File: src/rtl/aes_pkg.sv
// Shared AES constants, FSM state type and the GF(2^8) multiplier.
// Used by inv_mix_col and inv_mix_columns_seq.
package aes_pkg;

   localparam int unsigned STATE_W  = 128;
   localparam int unsigned COL_W    = 32;
   localparam int unsigned BYTE_W   = 8;
   localparam int unsigned NUM_COLS = STATE_W / COL_W;

   localparam logic [BYTE_W-1:0] GF_POLY = 8'h1B;

   // First matrix row; each following row is this row rotated right by one byte.
   localparam logic [COL_W-1:0] INV_COEF = 32'h0e0b0d09;
   localparam logic [COL_W-1:0] FWD_COEF = 32'h02030101;

   typedef enum logic [1:0] {
      ST_IDLE,
      ST_BUSY,
      ST_DONE
   } imc_state_e;

   function automatic logic [BYTE_W-1:0] xtime(input logic [BYTE_W-1:0] a);
      return {a[BYTE_W-2:0], 1'b0} ^ (a[BYTE_W-1] ? GF_POLY : 8'h00);
   endfunction

   function automatic logic [BYTE_W-1:0] gf_mul(input logic [BYTE_W-1:0] a,
                                                input logic [BYTE_W-1:0] b);
      logic [BYTE_W-1:0] acc;
      logic [BYTE_W-1:0] p;
      acc = '0;
      p   = a;
      for (int unsigned i = 0; i < BYTE_W; i++) begin
         if (b[i]) acc = acc ^ p;
         p = xtime(p);
      end
      return acc;
   endfunction

endpackage

File: src/rtl/inv_mix_col.sv
// Combinational single-column (Inv)MixColumns transform.
// IMC_FWD_MODE_EN adds fwd_mode_i to select the forward matrix.
module inv_mix_col
   import aes_pkg::*;
(
   input  logic [COL_W-1:0] col_i,
`ifdef IMC_FWD_MODE_EN
   input  logic             fwd_mode_i,
`endif
   output logic [COL_W-1:0] col_o
);

   logic [COL_W-1:0] coef;

`ifdef IMC_FWD_MODE_EN
   assign coef = fwd_mode_i ? FWD_COEF : INV_COEF;
`else
   assign coef = INV_COEF;
`endif

   always_comb begin
      col_o = '0;
      for (int unsigned r = 0; r < NUM_COLS; r++) begin
         for (int unsigned k = 0; k < NUM_COLS; k++) begin
            col_o[COL_W-1-BYTE_W*r -: BYTE_W] = col_o[COL_W-1-BYTE_W*r -: BYTE_W]
               ^ gf_mul(coef[COL_W-1-BYTE_W*((k+NUM_COLS-r)%NUM_COLS) -: BYTE_W],
                        col_i[COL_W-1-BYTE_W*k -: BYTE_W]);
         end
      end
   end

endmodule

File: src/rtl/inv_mix_columns_seq.sv
// Iterative InvMixColumns engine, COLS_PER_CYCLE columns per clock, valid/ready I/O.
// IMC_FWD_MODE_EN adds the fwd_mode input for a shared encrypt/decrypt engine.
module inv_mix_columns_seq
   import aes_pkg::*;
#(
   parameter int unsigned COLS_PER_CYCLE = 1
) (
   input  logic               clk,
   input  logic               rst_n,
   input  logic               in_valid,
   output logic               in_ready,
   input  logic [STATE_W-1:0] state_in,
   output logic               out_valid,
   input  logic               out_ready,
   output logic [STATE_W-1:0] state_out
`ifdef IMC_FWD_MODE_EN
   ,
   input  logic               fwd_mode
`endif
);

   if (!(COLS_PER_CYCLE == 1 || COLS_PER_CYCLE == 2 || COLS_PER_CYCLE == 4)) begin : g_bad_cpc
      $error("inv_mix_columns_seq: COLS_PER_CYCLE must be 1, 2 or 4");
   end

   localparam logic [1:0] STEP     = 2'(COLS_PER_CYCLE % NUM_COLS);
   localparam logic [1:0] LAST_IDX = 2'(NUM_COLS - COLS_PER_CYCLE);

   imc_state_e         state_q;
   logic [STATE_W-1:0] work_q, work_d;
   logic [1:0]         col_idx_q;
   logic               in_ready_q, out_valid_q;
`ifdef IMC_FWD_MODE_EN
   logic               fwd_q;
`endif

   logic [1:0]         col_sel [COLS_PER_CYCLE];
   logic [COL_W-1:0]   col_in  [COLS_PER_CYCLE];
   logic [COL_W-1:0]   col_out [COLS_PER_CYCLE];

   for (genvar g = 0; g < COLS_PER_CYCLE; g++) begin : g_col
      assign col_sel[g] = col_idx_q + 2'(g);
      assign col_in[g]  = work_q[STATE_W-1-COL_W*col_sel[g] -: COL_W];

      inv_mix_col u_col (
         .col_i      (col_in[g]),
`ifdef IMC_FWD_MODE_EN
         .fwd_mode_i (fwd_q),
`endif
         .col_o      (col_out[g])
      );
   end

   always_comb begin
      work_d = work_q;
      for (int unsigned g = 0; g < COLS_PER_CYCLE; g++) begin
         work_d[STATE_W-1-COL_W*col_sel[g] -: COL_W] = col_out[g];
      end
   end

   always_ff @(posedge clk) begin
      if (!rst_n) begin
         state_q     <= ST_IDLE;
         work_q      <= '0;
         col_idx_q   <= '0;
         in_ready_q  <= 1'b1;
         out_valid_q <= 1'b0;
`ifdef IMC_FWD_MODE_EN
         fwd_q       <= 1'b0;
`endif
      end else begin
         case (state_q)
            ST_IDLE: begin
               if (in_valid) begin
                  work_q     <= state_in;
                  col_idx_q  <= '0;
                  in_ready_q <= 1'b0;
                  state_q    <= ST_BUSY;
`ifdef IMC_FWD_MODE_EN
                  fwd_q      <= fwd_mode;
`endif
               end
            end
            ST_BUSY: begin
               work_q    <= work_d;
               col_idx_q <= col_idx_q + STEP;
               if (col_idx_q == LAST_IDX) begin
                  col_idx_q   <= '0;
                  out_valid_q <= 1'b1;
                  state_q     <= ST_DONE;
               end
            end
            ST_DONE: begin
               if (out_ready) begin
                  out_valid_q <= 1'b0;
                  in_ready_q  <= 1'b1;
                  col_idx_q   <= '0;
                  state_q     <= ST_IDLE;
               end
            end
            default: begin
               state_q     <= ST_IDLE;
               col_idx_q   <= '0;
               in_ready_q  <= 1'b1;
               out_valid_q <= 1'b0;
            end
         endcase
      end
   end

   assign in_ready  = in_ready_q;
   assign out_valid = out_valid_q;
   assign state_out = work_q;

endmodule

File: config.mk
export PLATFORM = sky130hd
export DESIGN_NAME = inv_mix_columns_seq
export DESIGN_NICKNAME = d
export VERILOG_FILES = /design/src/rtl/aes_pkg.sv /design/src/rtl/inv_mix_col.sv /design/src/rtl/inv_mix_columns_seq.sv
export SDC_FILE = /design/constraint.sdc
export NUM_CORES = 1
export LEC_CHECK = 0
export CORE_ASPECT_RATIO = 1.75
export CORE_MARGIN = 5
export CORE_UTILIZATION = 44
export DETAILED_ROUTE_END_ITERATION = 8
export PLACE_DENSITY = 0.89
export SYNTH_ARGS = -nofsm -noshare
export SYNTH_HDL_FRONTEND = slang
export SYNTH_SLANG_ARGS = --single-unit
File: constraint.sdc
create_clock -name clk -period 2.95 [get_ports clk]
set_input_delay 0.4425 -clock clk [delete_from_list [all_inputs] [get_ports clk]]
set_output_delay 0.4425 -clock clk [all_outputs]
set_load 0.02 [all_outputs]
==> flow_summary_export.csv <==
group,metric,value,unit
final_layout,n_fill_cell,1219,
floorplan,die_x,118,µm
clock_tree,cts_tree,"yes",
synthesis,synth_top_area_share,29.8,%
sta,finalSetupViolCount,66,
worst_setup_path,path_buf_inv,2,
outcome,violations,"setup timing",
min_path,holdCritPathClass,"in -> reg",
worst_setup_path,crit_required,3.30,ns
clock_tree,clock_latency,0.44,ns
synthesis,synth.area.top_cells,"dfxtp_1 30%, xnor3_1 13%, a2bb2oi_1 8.9%",
sta,rsz0062_at_grt,"true",
clock_tree,cts_hold_buf,0,
placement,port_buffers,261,
pwr,p_total,20000,µW
worst_setup_path,endpoint_kind,"register",
global_routing,first_global_vias,9884,
sta,timing.fmax,322,MHz
sta,worst_slack,-0.159,ns
worst_setup_path,path_delay_family,"XOR/XNOR gates",
sta,setup_tns,-3.02,ns
sta,timing.final.crit_share,105,%
final_layout,fin_nets,1338,
sta,timing.slew.headroom,36.2,%
routing,via_count,9800,
synthesis,synth-seq-area-share,29.8,%
floorplan,core-area,20300,µm²
synthesis,ys_ff_latch,134,
synthesis,ys.flop_type,"dfxtp_1",
clock_tree,clk_pin_slew_worst_paths,0.06,ns
final_layout,area_delta_synth_final,59.0,%
sta,final-hold-violation-count,0,
sta,slew_viol_final,0,
worst_setup_path,start_kind,"register",
clock_tree,htree_levels,4,
pwr,p_per_area,1390,nW/µm²
sta,clock-skew-final,0.0102,ns
worst_setup_path,path_max_fanout,11,
run,drv_cap,0,
floorplan,initial_core_util,44.4,%
final_layout,seq_area,2690,µm²
synthesis,syn_area_per_cell,10.5,µm²
global_routing,grt_use_total,33.4,%
worst_setup_path,arrival,3.46,ns
floorplan,fp.dieH,199,µm
worst_setup_path,critical_path_class,"reg -> reg",
pwr,swShare,38.6,%
worst_setup_path,path_cells,"buf_12, buf_4, mux4_2, xor3_1, xnor3_2, xor3_2, a2bb2oi_1, a21oi_1",
placement,dp_hpwl,28400,µm
global_routing,grt_pass1_wl,60400,µm
final_layout,drive_gt1_share,27.5,%
synthesis,synth.most_common_cell,"dfxtp_1",
global_routing,grt-ovfl-total,0,
clock_tree,cts_sinks,134,
synthesis,synth_area,9020,µm²
routing,first_iter_violations,1293,
worst_setup_path,critPathSlowestCell,"mux4_2",
clock_tree,cts_buffer_depth,2,
clock_tree,clockRootBuffer,"clkbuf_16",
routing,avgViaCountPerCell,6.70,
floorplan,dieArea,23600,µm²
synthesis,synth-edff-count,0,
pwr,power_frac_seq,11.6,%
outcome,status,"finished with violations",
sta,period_minus_slack,3.11,ns
pwr,switchingPower,7730,µW
synthesis,yosysTopAreaCell,"dfxtp_1",
pwr,vdd_drop_max,0.000905,V
routing,wl_per_cell,29.5,µm
clock_tree,numCtsBuffers,17,
synthesis,synthArstFlopShare,0,%
routing,totalWireLength,43200,µm
routing,drtPass1Iterations,5,
synthesis,yosysWarnings,0,
floorplan,fp-row-count,69,
sta,timing.hold.ws,0.493,ns
floorplan,io_pins,262,
sta,worst_pin_slew,0.950,ns
worst_setup_path,critical_path.max_stage_delay,0.54,ns
global_routing,grt_antenna_before_repair,0,
synthesis,synth_nets,995,
pwr,clockPowerShare,12.9,%
routing,drc,0,
pwr,internal_power,12300,µW
final_layout,multi_input_area,6620,µm²
pwr,power.leakage,0.00590,µW
routing,ant_nets,0,
placement,place.gp.congestion,1.04,
synthesis,yosys-top-cells-count,"134 x dfxtp_1, 132 x o21ai_0, 118 x a21oi_1",
synthesis,synth_cell_types,41,
global_routing,grt_max_degree,78,
synthesis,netlist_instances,859,
pwr,combPwrFrac,75.5,%
power groups by stage:
stage               sequential (µW)  combinational [µW]  clock, µW
floorplan                      2530                8180          0
global placement               2320               12500          0
detailed placement             2330               12700          0
CTS                            2300               13300       2540
global route                   2340               15300       2630
finish                         2330               15100       2570
registers in the layout, indices dropped and copies added (netlist names):
name	cells
col_idx_q	2
in_ready	1
out_valid	1
state_out	128
state_q	2
cell families (layout without fill, tap and decap cells):
group	Yosys count	count (layout)	share of synthesized area (%)
compound gates	384	384	27.0
buf+inv	89	443	4.29
fa+ha+maj	4	4	0.555
other cells	0	2	0
simple gates	57	57	3.08
flops	134	134	29.8
mux	32	32	8.04
xor+xnor	159	159	27.3
cells in the final DEF (no fill, tap or decap), types with 8 or more instances in the layout:
cell type and instances:
nand2_1 8, xor2_2 8, buf_6 16, xnor3_1 26
a211oi_1 9, mux4_2 31, a2bb2oi_2 19, xnor2_4 8
clkdlybuf4s50_1 260, buf_12 16, xor2_1 12, a21oi_1 111
buf_4 117, nor2_1 23, a2bb2oi_1 73, xnor2_2 26
o21ai_0 131, and2_1 11, dfxtp_1 132, xor3_1 11
xnor2_1 31, xnor3_2 28, clkbuf_16 17, a221oi_2 13
final timing paths:
path         slack [ns]           start  cells after the start             end
min reg2reg        0.57  state_out[115]                      2  state_out[115]
max reg2reg       -0.16    col_idx_q[1]                      8   state_out[72]
max               -0.16    col_idx_q[1]                      8   state_out[72]
min                0.49           rst_n                      2        in_ready
repair_timing:
action	CTS	global route
setup endpoints to repair	87	108
buffers inserted	10	24
pin swaps	15	35
gates resized for setup	42	88
gates cloned	1	0
final cells by class:
class                           instances  area share, %
Clock buffer                           18           3.06
Sequential cell                       134           18.7
Multi-Input combinational cell        636           46.2
Clock inverter                         12           1.75
Inverter                                3         0.0786
Tap cell                              248           2.16
Antenna cell                            2         0.0349
Timing Repair Buffer                  410           28.0
per-stage QoR:
step / instance area (µm²) / worst slack, ns / instances / utilization (%)
6_report: 14300 / -0.159 / 1463 / 70.7
5_1_grt: 14300 / -0.221 / 1461 / 70.6
4_1_cts: 13700 / -0.0174 / 1439 / 67.4
3_5_place_dp: 12700 / -0.128 / 1399 / 62.4
3_3_place_gp: 12700 / -0.0709 / 1399 / 62.4
2_1_floorplan: 9020 / 0.0124 / 859 / -
worst register-to-register path, stage by stage (launching register included):
cell and delay, ns:
dfxtp_4 0.42, buf_12 0.18, buf_4 0.13, mux4_2 0.55, xor3_1 0.46, xnor3_2 0.37
xor3_2 0.49, a2bb2oi_1 0.19, a21oi_1 0.23
layer usage:
metal	GRT usage, %	share of wire (%)
met1	36.3	31
met2	55.9	48
met3	8.52	11
met4	24.9	10
met5	0	0
Power figures use the tool's default switching activity.
